### config.mk
export PLATFORM = sky130hd
export DESIGN_NAME = team_06_i2s_rx_ctrl
export DESIGN_NICKNAME = d
export VERILOG_FILES = /design/src/rtl/team_06_i2s_pkg.sv /design/src/rtl/team_06_i2s_sck_gen.sv /design/src/rtl/team_06_i2s_rx_ctrl.sv
export SDC_FILE = /design/constraint.sdc
export NUM_CORES = 1
export LEC_CHECK = 0
export CELL_PAD_IN_SITES_DETAIL_PLACEMENT = 0
export CELL_PAD_IN_SITES_GLOBAL_PLACEMENT = 1
export CORE_ASPECT_RATIO = 1.5
export CORE_UTILIZATION = 51
export CTS_CLUSTER_DIAMETER = 50
export DETAILED_ROUTE_END_ITERATION = 7
export DONT_BUFFER_PORTS = 1
export GPL_ROUTABILITY_DRIVEN = 0
export PLACE_DENSITY = 0.86
export SYNTH_ARGS = -nofsm -noshare
export SYNTH_HDL_FRONTEND = slang
export SYNTH_SLANG_ARGS = --single-unit
### constraint.sdc
create_clock -name clk -period 3.7 [get_ports clk]
set_input_delay 0.555 -clock clk [delete_from_list [all_inputs] [get_ports clk]]
set_output_delay 0.555 -clock clk [all_outputs]
set_load 0.02 [all_outputs]
### src/rtl/team_06_i2s_pkg.sv
// team_06_i2s_pkg: shared state type and slot/frame geometry for the
// team_06 I2S receive controller.
package team_06_i2s_pkg;

    typedef enum logic [1:0] {
        IDLE,
        WARMUP,
        RUN,
        STOP
    } state_t;

    localparam int SLOT_BITS   = 32;
    localparam int FRAME_SLOTS = 2;
    localparam int BIT_W       = $clog2(SLOT_BITS);

endpackage

### src/rtl/team_06_i2s_sck_gen.sv
// team_06_i2s_sck_gen: divides clk down to the I2S bit clock. The counter runs
// 0..CLK_DIV-1 and sck toggles at the terminal count, so one SCK period is
// 2*CLK_DIV cycles. rise/fall are one-cycle pulses in the cycle whose closing
// edge moves sck high/low, i.e. the edge on which the receiver samples sd_in.
module team_06_i2s_sck_gen #(
    parameter int CLK_DIV = 4
) (
    input  logic clk,
    input  logic rst_n,
    input  logic run,
    output logic sck,
    output logic rise,
    output logic fall
);

    localparam int               CNT_W    = $clog2(CLK_DIV);
    localparam logic [CNT_W-1:0] CNT_LAST = CNT_W'(CLK_DIV - 1);

    logic [CNT_W-1:0] cnt;
    logic             tick;

    assign tick = run && (cnt == CNT_LAST);
    assign rise = tick && !sck;
    assign fall = tick && sck;

    // Divider and bit clock; both park at zero whenever the interface is stopped.
    // NOTE: state registers use non-blocking (<=) so every flop samples pre-edge values.
    always_ff @(posedge clk or negedge rst_n) begin
        if (!rst_n) begin
            cnt <= '0;
            sck <= 1'b0;
        end else if (!run) begin
            cnt <= '0;
            sck <= 1'b0;
        end else if (tick) begin
            cnt <= '0;
            sck <= ~sck;
        end else begin
            cnt <= cnt + CNT_W'(1);
        end
    end

endmodule

### src/rtl/team_06_i2s_rx_ctrl.sv
// team_06_i2s_rx_ctrl: master-mode I2S receiver. Generates sck/ws, sequences
// IDLE -> WARMUP -> RUN -> STOP, deserializes each 32-bit slot (bit 0 is the
// I2S delay bit, bits 1..SAMPLE_W are the sample MSB first) and offers samples
// through a one-entry valid/ready register with a sticky overrun flag.
// Build option TEAM_06_I2S_STEREO_EN: deliver both slots with sample_ch = ws;
// when undefined only left-slot samples are delivered and sample_ch is 0.
module team_06_i2s_rx_ctrl
    import team_06_i2s_pkg::*;
#(
    parameter int CLK_DIV       = 4,
    parameter int SAMPLE_W      = 16,
    parameter int WARMUP_FRAMES = 2
) (
    input  logic                       clk,
    input  logic                       rst_n,
    input  logic                       enable,
    input  logic                       sd_in,
    output logic                       sck,
    output logic                       ws,
    output logic signed [SAMPLE_W-1:0] sample,
    output logic                       sample_ch,
    output logic                       sample_valid,
    input  logic                       sample_ready,
    input  logic                       clr_overrun,
    output logic                       overrun,
    output logic                       busy
);

    localparam logic [BIT_W-1:0] LAST_BIT = BIT_W'(SLOT_BITS - 1);
    localparam logic [BIT_W-1:0] CAP_LAST = BIT_W'(SAMPLE_W);
    localparam int               WARM_W   = (WARMUP_FRAMES > 1) ? $clog2(WARMUP_FRAMES) : 1;
    localparam logic [WARM_W-1:0] WARM_LAST = WARM_W'((WARMUP_FRAMES > 0) ? WARMUP_FRAMES - 1 : 0);

    state_t              state, next_state;
    logic                sck_rise, sck_fall;
    logic [BIT_W-1:0]    bit_cnt;
    logic [WARM_W-1:0]   warm_cnt;
    logic [SAMPLE_W-1:0] shreg, shreg_next;
    logic                capture_bit, slot_done, frame_end, slot_ok, offer;

    assign busy = (state != IDLE);

    team_06_i2s_sck_gen #(
        .CLK_DIV(CLK_DIV)
    ) u_sck_gen (
        .clk  (clk),
        .rst_n(rst_n),
        .run  (busy),
        .sck  (sck),
        .rise (sck_rise),
        .fall (sck_fall)
    );

    // The slot's last data bit can land on bit 31 itself, so the completed word
    // is taken from the shift value including this rise's capture.
    assign capture_bit = sck_rise && (bit_cnt != '0) && (bit_cnt <= CAP_LAST);
    assign shreg_next  = capture_bit ? ((shreg << 1) | SAMPLE_W'(sd_in)) : shreg;
    assign slot_done   = sck_rise && (bit_cnt == LAST_BIT);
    // bit_cnt has already wrapped to 0 on the fall that follows bit 31.
    assign frame_end   = sck_fall && (bit_cnt == '0) && ws;

`ifdef TEAM_06_I2S_STEREO_EN
    assign slot_ok = 1'b1;
`else
    assign slot_ok = !ws;
`endif

    assign offer = slot_done && slot_ok && ((state == RUN) || (state == STOP));

    // Control state register.
    always_ff @(posedge clk or negedge rst_n) begin
        if (!rst_n) state <= IDLE;
        else        state <= next_state;
    end

    // Next-state decode; a stop request landing on a frame boundary goes straight to IDLE.
    // NOTE: assigning the default first keeps every path driven, so no latch is inferred.
    always_comb begin
        next_state = state;
        case (state)
            IDLE:    if (enable) next_state = (WARMUP_FRAMES == 0) ? RUN : WARMUP;
            WARMUP:  if (!enable)                                   next_state = frame_end ? IDLE : STOP;
                     else if (frame_end && (warm_cnt == WARM_LAST)) next_state = RUN;
            RUN:     if (!enable) next_state = frame_end ? IDLE : STOP;
            STOP:    if (frame_end) next_state = IDLE;
            default: next_state = IDLE;
        endcase
    end

    // Bit index, word select and warm-up frame counter; all held at zero in IDLE.
    always_ff @(posedge clk or negedge rst_n) begin
        if (!rst_n) begin
            bit_cnt  <= '0;
            ws       <= 1'b0;
            warm_cnt <= '0;
        end else if (state == IDLE) begin
            bit_cnt  <= '0;
            ws       <= 1'b0;
            warm_cnt <= '0;
        end else begin
            if (sck_rise)                 bit_cnt <= bit_cnt + BIT_W'(1);
            if (sck_fall && bit_cnt == '0) ws     <= ~ws;
            if (state != WARMUP)          warm_cnt <= '0;
            else if (frame_end)           warm_cnt <= warm_cnt + WARM_W'(1);
        end
    end

    // Deserializer; every slot overwrites all SAMPLE_W bits, so no per-slot clear is needed.
    always_ff @(posedge clk or negedge rst_n) begin
        if (!rst_n) shreg <= '0;
        else        shreg <= shreg_next;
    end

    // One-entry output register: load when empty or draining, otherwise drop the new word.
    always_ff @(posedge clk or negedge rst_n) begin
        if (!rst_n) begin
            sample       <= '0;
            sample_valid <= 1'b0;
`ifdef TEAM_06_I2S_STEREO_EN
            sample_ch    <= 1'b0;
`endif
        end else if (offer && (!sample_valid || sample_ready)) begin
            sample       <= shreg_next;
            sample_valid <= 1'b1;
`ifdef TEAM_06_I2S_STEREO_EN
            sample_ch    <= ws;
`endif
        end else if (sample_valid && sample_ready) begin
            sample_valid <= 1'b0;
        end
    end

`ifndef TEAM_06_I2S_STEREO_EN
    assign sample_ch = 1'b0;
`endif

    // Sticky overrun; a new drop in the same cycle as a clear keeps the flag set.
    always_ff @(posedge clk or negedge rst_n) begin
        if (!rst_n)                                       overrun <= 1'b0;
        else if (offer && sample_valid && !sample_ready)  overrun <= 1'b1;
        else if (clr_overrun)                             overrun <= 1'b0;
    end

endmodule

After elaboration in Yosys (flattened, before gate mapping)
Index checks and enable logic that the tools add are counted.

Bitwise logic cells: 3. Equal/unequal tests: 11. Reductions and logical operators: 31. $add $sub $neg: 3. Mux-type cells: 23. $lt $le $gt $ge: 1.

Operators with widths (count): $mux 16 (1); $mux 2 (8); $or 16x1->16 (1); $logic_and 1x1->1 (15); $mux 1 (11); $mux 5 (2); $reduce_bool 2->1 (5); $ne 2x2->1 const B (4); $pmux 2 s4 (1); $eq 2x2->1 const B (3); $add 5x1->5 const B (1); $eq 5x5->1 const B (1); $le 5x5->1 const B (1); $logic_not 5->1 (1); $reduce_bool 5->1 (1); $logic_not 1->1 (4); $reduce_and 4->1 (1); $ne 3x3->1 const B (1); $reduce_bool 3->1 (1); $add 2x1->2 const B (1); $eq 2x1->1 const B (1); $logic_not 2->1 (1); $logic_or 1x1->1 (2); $ne 2x1->1 const B (1); other kinds (2) (3).

Logic and storage cells: 82. Output and inout bits: 22. Register bits after elaboration: 46. Input port bits: 6.

Depth between registers and ports, before layout
Gate-level depths: netlist (run 1).

Depth after elaboration: 9. Mapped depth: 8. Mapped depth without buffers: 6.

Modules after synthesis
A second synthesis (run 1) with hierarchy kept.

Cells, all modules: 189. Area total of the unflattened synthesis: 1984.4 sq um.

By module, submodules not included: team_06_i2s_rx_ctrl (instances 1, area an instance 1849.3 sq um, cells each 178, seq. area each 1076.0 sq um); team_06_i2s_sck_gen (instances 1, area an instance 135.1 sq um, cells each 11, seq. area each 75.1 sq um).

Least setup slack after synthesis (run 1)
OpenSTA, ideal clock, no wires.

Path kind: register to register. From: register bit_cnt[0]. To: register sample[10]. Data arrival time: 1.591 ns. Cell stages (with the launch flop): 8. Path slack: 2.032 ns. Library setup time: 0.077 ns. Path buffers: 1. Required time: 3.623 ns. Period minus slack after synthesis: 1.668 ns. Cells stage by stage: dfrtp_1 ha_1 and3_1 ha_1 nand3_1 clkbuf_1 a31oi_1 a21oi_1.

Word-level cells in the longest chain between the ends: 5. Elaborated cells on any way between the ends: 10. Classes of those cells: order compare (1); eq/ne (1); mux (1); reduce/logical (7).

RTL lines: start, declared (line team_06_i2s_rx_ctrl.sv:36) `logic [BIT_W-1:0] bit_cnt;`; start signal, assigned (line team_06_i2s_rx_ctrl.sv:101) `if (sck_rise) bit_cnt <= bit_cnt + BIT_W'(1);`; branches (longest 5 deep; another with $le 5x5->1); end signal, assigned (line team_06_i2s_rx_ctrl.sv:123) `sample <= shreg_next;`; end, declared (line team_06_i2s_rx_ctrl.sv:20) `output logic signed [SAMPLE_W-1:0] sample,`.

Several ways; the timed one is not identified. A chain may end at the register's enable or synchronous reset.

Worst setup path in the final report (run 1)
From: register bit_cnt[0]. To: register sample[14].

The elaborated chain is that of the path after synthesis.

==> results.sh, run 1 <==
export IMPL_fin_crit_sh=0.581
export IMPL_drc=0
export IMPL_status="complete, no violations"
export IMPL_crit_type="flip-flop to flip-flop"
export IMPL_critPathRequiredTime_ns=3.92
export IMPL_dr_pass1_iters=4
export IMPL_gr_total_overflow=0
export IMPL_ys_seq_area_frac=0.556
export IMPL_cts_resized=0
export IMPL_setup_violations_final=0
export IMPL_synth_seq_cells=46
export IMPL_hold_path_class="input port to asynchronous set/reset pin"
export IMPL_synth_cells=216
export IMPL_synthesis_area_sq_um=2070
export IMPL_root_buffer="clkbuf_8"
export IMPL_endpoint_kind="flip-flop"
export IMPL_avgSynthCellArea_sq_um=9.59
export IMPL_ys_flop_type="dfrtp_1"
export IMPL_rows=28
export IMPL_grt_antenna_before_repair=0
export IMPL_worstSkewPairLatency_ns=0.29
export IMPL_finalPower_uw=1470
export IMPL_synth_nets=226
export IMPL_cts_inserted_buffers=5
export IMPL_track_usage=0.214
export IMPL_design_area_sq_um=2190
export IMPL_vdd_ir_drop_max_v=0.000640
export IMPL_fp_dieH_um=80.1
export IMPL_via_per_inst=5.96
export IMPL_cts_hold_buf=1
export IMPL_cts_reportedPaths_clkPinSlew_ns=0.08
export IMPL_crit_chain="inv_1 -> ha_1 -> nor3b_4 -> xor2_2 -> o21ai_0 -> a21oi_1"
export IMPL_synth_warnings=0
export IMPL_crit_path_top_delay_cell="xor2_2"
export IMPL_die_area_sq_um=4330
export IMPL_vias=1538
export IMPL_placed_cell_area_sq_um=2090
export IMPL_num_nets_final=223
export IMPL_cap_viol_max_count=0
export IMPL_cts_tree="built"
export IMPL_n_fill_cell=375
export IMPL_drive_above_1_share=0.0657
export IMPL_cts_setup_buffers=0
export IMPL_io_buffer_count=0
export IMPL_hpwl_mm=2.56
export IMPL_clkSinkCount=46
export IMPL_min_period_ns=2.15
export IMPL_powerDensity_nw_per_um2=671
export IMPL_hold_violations=0
export IMPL_antenna_cells=0
export IMPL_setup_tns_ns=0
export IMPL_htreeDepth=2
export IMPL_wl_mm=4.07
export IMPL_wl_per_cell_um=15.8
export IMPL_finClkSkew_ns=0.00428
export IMPL_async_flop_share=1.00
export IMPL_coreArea_sq_um=3920
export IMPL_start_kind="flip-flop"
export IMPL_path_max_fanout=16
export IMPL_p_leak_uw=0.00105
export IMPL_synthToLayoutAreaGrowth_pct=5.68
export IMPL_max_stage_delay_ns=0.63
export IMPL_grt_start_max_net_pins=47
export IMPL_start_util=0.528
export IMPL_clock_path_buffers=2
export IMPL_synth_edf_count=0
export IMPL_synth_cell_types=35
export IMPL_grt_setup_unrepaired="no"
export IMPL_slew_headroom=0.261
export IMPL_arrival_ns=2.37
export IMPL_drt_iter0_drc=50
export IMPL_fmax_mhz=465
export IMPL_tightest_slew_ns=1.11
export IMPL_grt_pass1_vias=1483
export IMPL_grt_pass1_wl_mm=6.64
export IMPL_cp_top_family="XOR/XNOR gates"
export IMPL_io_pins=28
export IMPL_drv_slew=0
export IMPL_crit_buf_inv=1
export IMPL_ant_nets=0
export IMPL_die_w_um=54.0
cell type report:
type | instances | area (sq um) | share of cell area
Multi-Input combinational cell | 153 | 852 | 0.389
Tap cell | 45 | 56.3 | 0.0257
Inverter | 5 | 18.8 | 0.00857
Sequential cell | 46 | 1150 | 0.526
Timing Repair Buffer | 2 | 35.0 | 0.0160
Clock buffer | 7 | 76.3 | 0.0349
power breakdown:
group	internal [uW]	total (uW)	switching [uW]	leakage, uW
Combinational	147	494	348	0.000404
Clock	130	285	154	0.0000383
Sequential	591	690	99.3	0.000609
sequential cells by signal (all words and copies together), names as in the netlist:
register,count
overrun,1
warm_cnt,1
sample_valid,1
shreg,16
bit_cnt,5
state,2
sample,16
u_sck_gen.cnt,2
u_sck_gen.sck,1
ws,1
cells by family (layout without fill, tap and decap cells):
| logic type | count (synthesis) | in the layout | share of synthesized area |
|---|---|---|---|
| AO/OA/AOI/OAI | 58 | 58 | 0.152 |
| XOR/XNOR | 6 | 6 | 0.0290 |
| adder cells (fa/ha/maj) | 4 | 4 | 0.0242 |
| buffers and inverters | 17 | 14 | 0.0368 |
| flip-flops | 46 | 46 | 0.556 |
| other | 1 | 1 | 0.00181 |
| AND/OR/NAND/NOR | 84 | 84 | 0.201 |
final timing paths:
kind | startpoint | endpoint | slack [ns] | cells after the start
worst max-delay path | bit_cnt[0]$_DFFE_PN0P_ | sample[14]$_DFFE_PN0P_ | 1.55 | 6
worst min-delay path | rst_n | shreg[8]$_DFF_PN0_ | 0.11 | 1
worst max register to register | bit_cnt[0]$_DFFE_PN0P_ | sample[14]$_DFFE_PN0P_ | 1.55 | 6
worst min register to register | u_sck_gen.cnt[0]$_DFF_PN0_ | u_sck_gen.cnt[0]$_DFF_PN0_ | 0.45 | 1
max in group asynchronous | rst_n | shreg[12]$_DFF_PN0_ | 3.39 | 1
min in group clk | clr_overrun | overrun$_DFFE_PN0P_ | 0.37 | 1
worst register-to-register path, cell delays in order, from the launching register on:
cell and delay [ns]:
dfrtp_1 0.41, inv_1 0.09, ha_1 0.16, nor3b_4 0.36, xor2_2 0.63, o21ai_0 0.26, a21oi_1 0.17
cells in the mapped netlist, drive strengths merged, types with 2 or more instances:
cell type	n	area (sq um)
nor2	21	88.8
nand3	17	85.1
xnor2	2	17.5
a31oi	16	100
dfrtp	46	1150
nand2b	4	25.0
ha	4	50.1
a21oi	21	105
nor3b	2	26.3
nor2b	3	18.8
clkbuf	5	18.8
and3	2	12.5
nand2	27	101
nand4	2	12.5
buf	7	38.8
xor2	4	42.6
inv	5	18.8
o21ai	19	95.1
routing by layer:
metal | global-route usage | share of wire
met1 | 0.249 | 0.41
met2 | 0.360 | 0.54
met3 | 0.0644 | 0.035
met4 | 0.0744 | 0.015
met5 | 0 | 0
cells in the final DEF, fill, tap and decap left out, types with 2 or more instances in the layout:
cell and instances:
inv_1 4, o21ai_0 9, clkbuf_8 5, dfrtp_1 46, and3_1 2, ha_1 4, a21oi_1 21, nand2_1 27
a31oi_1 16, nand2b_1 4, nor2_1 19, o21ai_1 10, clkbuf_1 2, nand3_1 17, xor2_1 3, nand4_1 2
nor2b_1 3
stage by stage:
step | utilization | hold slack, ns | std cells | setup slack, ns
2_1_floorplan | - | 0.259 | 216 | 2.03
3_3_place_gp | 0.532 | 0.260 | 250 | 1.66
3_5_place_dp | 0.532 | 0.260 | 250 | 1.59
4_1_cts | 0.558 | 0.105 | 258 | 1.55
5_1_grt | 0.558 | 0.105 | 258 | 1.37
6_report | 0.558 | 0.105 | 258 | 1.55
(Power assumes the default switching activity.)
==> run 2, diff against run 1 <==
CORE_UTILIZATION = 43   (was 51)
PLACE_DENSITY = 0.78   (was 0.86)
clock period = 1.9 ns   (was 3.7 ns; I/O delays follow)
==> run 2 against run 1 <==
  * Die area up 18%
  * Flip-flop and latch count stayed put
  * Hold slack worse by 0.016 ns
  * Count of clock-buffer cells in the layout shrank 1
  * Utilization shrank 1.8 points
  * Clock skew rose by 0.0058 ns
  * Setup slack got worse by 1.5 ns
  * Sequential power up 88%
  * Critical path depth is 2 higher
  * Cell area rose by 13%
  * Largest cell class unchanged
  * Clock power rose to 2.6 times the previous value
==> results.sh, run 2 (synthesized netlist as in run 1, its figures left out) <==
export IMPL_status="complete, no violations"
export IMPL_hpwl_mm=2.63
export IMPL_combPwrFrac=0.439
export IMPL_fp_dieH_um=87.0
export IMPL_io_buffer_count=0
export IMPL_cts_tree="built"
export IMPL_wl_per_cell_um=15.3
export IMPL_p_seq_frac=0.360
export IMPL_crit_path_top_delay_cell="dfrtp_1"
export IMPL_routedLengthMet1_mm=1.95
export IMPL_cts_reportedPaths_clkPinSlew_ns=0.09
export IMPL_htreeDepth=2
export IMPL_io_pins=28
export IMPL_finalWorstSetupSlack_ns=0.0969
export IMPL_crit_chain="inv_1 -> ha_1 -> nor3b_4 -> buf_6 -> xnor2_2 -> clkbuf_16 -> a31oi_1 -> a21oi_1"
export IMPL_rows=30
export IMPL_vias=1592
export IMPL_min_period_ns=1.80
export IMPL_vdd_ir_drop_max_v=0.000837
export IMPL_n_fill_cell=426
export IMPL_clkSinkCount=46
export IMPL_switching_power_uw=1370
export IMPL_p_int_uw=2250
export IMPL_ff2ff_path_depth=8
export IMPL_wl_mm=4.52
export IMPL_grt_pass1_vias=1541
export IMPL_final_common_cell="dfrtp_1"
export IMPL_hold_violations=0
export IMPL_power_share_clock=0.201
export IMPL_arrival_ns=2.03
export IMPL_grt_antenna_before_repair=0
export IMPL_fin_crit_sh=0.949
export IMPL_antenna_cells=0
export IMPL_coreArea_sq_um=4580
export IMPL_synthToLayoutAreaGrowth_pct=19.3
export IMPL_swShare=0.378
export IMPL_die_area_sq_um=5110
export IMPL_dr_pass1_iters=4
export IMPL_max_stage_delay_ns=0.38
export IMPL_setup_violations_final=0
export IMPL_dp_worst_setup_slack_ns=-0.0578
export IMPL_route_met2_wl_mm=2.31
export IMPL_die_w_um=58.7
export IMPL_utilization=0.540
export IMPL_start_util=0.452
export IMPL_crit_type="flip-flop to flip-flop"
export IMPL_endpoint_kind="flip-flop"
export IMPL_reg_largest_list="sample: 16 flops, shreg: 16 flops, bit_cnt: 5 flops"
export IMPL_drv_slew=0
export IMPL_ant_nets=0
export IMPL_worstSkewPairLatency_ns=0.30
export IMPL_start_kind="flip-flop"
export IMPL_grt_pass1_wl_mm=7.40
export IMPL_p_leak_uw=0.00118
export IMPL_hold_path_class="input port to flip-flop"
export IMPL_gr_total_overflow=0
export IMPL_drive_above_1_share=0.147
export IMPL_drt_iter0_drc=33
export IMPL_grt_start_max_net_pins=47
export IMPL_cap_viol_max_count=0
export IMPL_fmax_mhz=555
export IMPL_cts_inserted_buffers=5
export IMPL_finClkSkew_ns=0.0101
export IMPL_r2r_setup_slack_ns=0.1
export IMPL_root_buffer="clkbuf_8"
export IMPL_path_max_fanout=8
export IMPL_hold_depth=1
export IMPL_powerDensity_nw_per_um2=1460
export IMPL_layout_common_cells="46 x dfrtp_1, 27 x nand2_1, 21 x a21oi_1"
export IMPL_num_nets_final=240
export IMPL_track_usage=0.192
export IMPL_clock_path_buffers=2
export IMPL_wl_met3_um=171
export IMPL_via_per_inst=5.40
export IMPL_critPathRequiredTime_ns=2.13
export IMPL_top_layer="met4"
export IMPL_drc=0
## run 2: critical path, delay by kind of cell (launching register included)
family          cells  cell delay [ns]
fa+ha+maj           1             0.20
simple gates        1             0.15
flops               1             0.38
xor+xnor            1             0.34
compound gates      2             0.23
buf+inv             3             0.44
## run 2: path summary, 6_finish.rpt
check	startpoint	end
setup / recovery	bit_cnt[0]$_DFFE_PN0P_	sample[12]$_DFFE_PN0P_
hold / removal	clr_overrun	overrun$_DFFE_PN0P_
setup reg to reg	bit_cnt[0]$_DFFE_PN0P_	sample[12]$_DFFE_PN0P_
hold reg to reg	u_sck_gen.cnt[0]$_DFF_PN0_	u_sck_gen.cnt[0]$_DFF_PN0_
max in group asynchronous	rst_n	bit_cnt[1]$_DFFE_PN0P_
min in group asynchronous	rst_n	shreg[4]$_DFF_PN0_
## run 2: repair_timing
action | 4_1_cts | 5_1_grt
hold buffers | 2 | 0
endpoints found under the hold margin | 46 | 0
setup endpoints to repair | 9 | 19
gates resized for setup | 1 | 3
pin swaps | 0 | 1
cloned | 0 | 2
setup buffers | 0 | 5
## run 2: per-stage QoR
stage / total power (uW) / setup TNS (ns) / hold slack (ns) / instances / area (sq um)
2_1_floorplan: 2100 / 0 / -0.0106 / 216 / 2070
3_3_place_gp: 2500 / 0 / -0.00940 / 278 / 2200
3_5_place_dp: 2520 / -0.227 / -0.00945 / 278 / 2200
4_1_cts: 3310 / 0 / 0.0805 / 288 / 2360
5_1_grt: 3840 / -0.0148 / 0.0967 / 295 / 2470
6_report: 3620 / 0 / 0.0896 / 295 / 2470
## run 2: power groups by stage
| stage | Combinational [uW] | Sequential, uW | Clock (uW) |
|---|---|---|---|
| final | 1590 | 1300 | 727 |
| after global routing | 1720 | 1330 | 791 |
| after CTS | 1260 | 1300 | 749 |
| after detailed placement | 1210 | 1320 | 0 |
| after global placement | 1190 | 1310 | 0 |
| after floorplan | 780 | 1320 | 0 |
## run 2: area by class of cell
type	instances	area, sq um	share of cell area
clock buffer	6	72.6	0.0294
clock inverter	2	37.5	0.0152
inverter	5	18.8	0.00759
multi-input combinational	153	871	0.352
sequential	46	1150	0.466
tap	64	80.1	0.0324
timing repair buffer	19	241	0.0977
## run 2: routing by layer
metal	up-vias	GRT usage
met4	0	0.0823
met5	-	0
li1	775	-
met2	35	0.329
met3	8	0.0475
met1	774	0.226
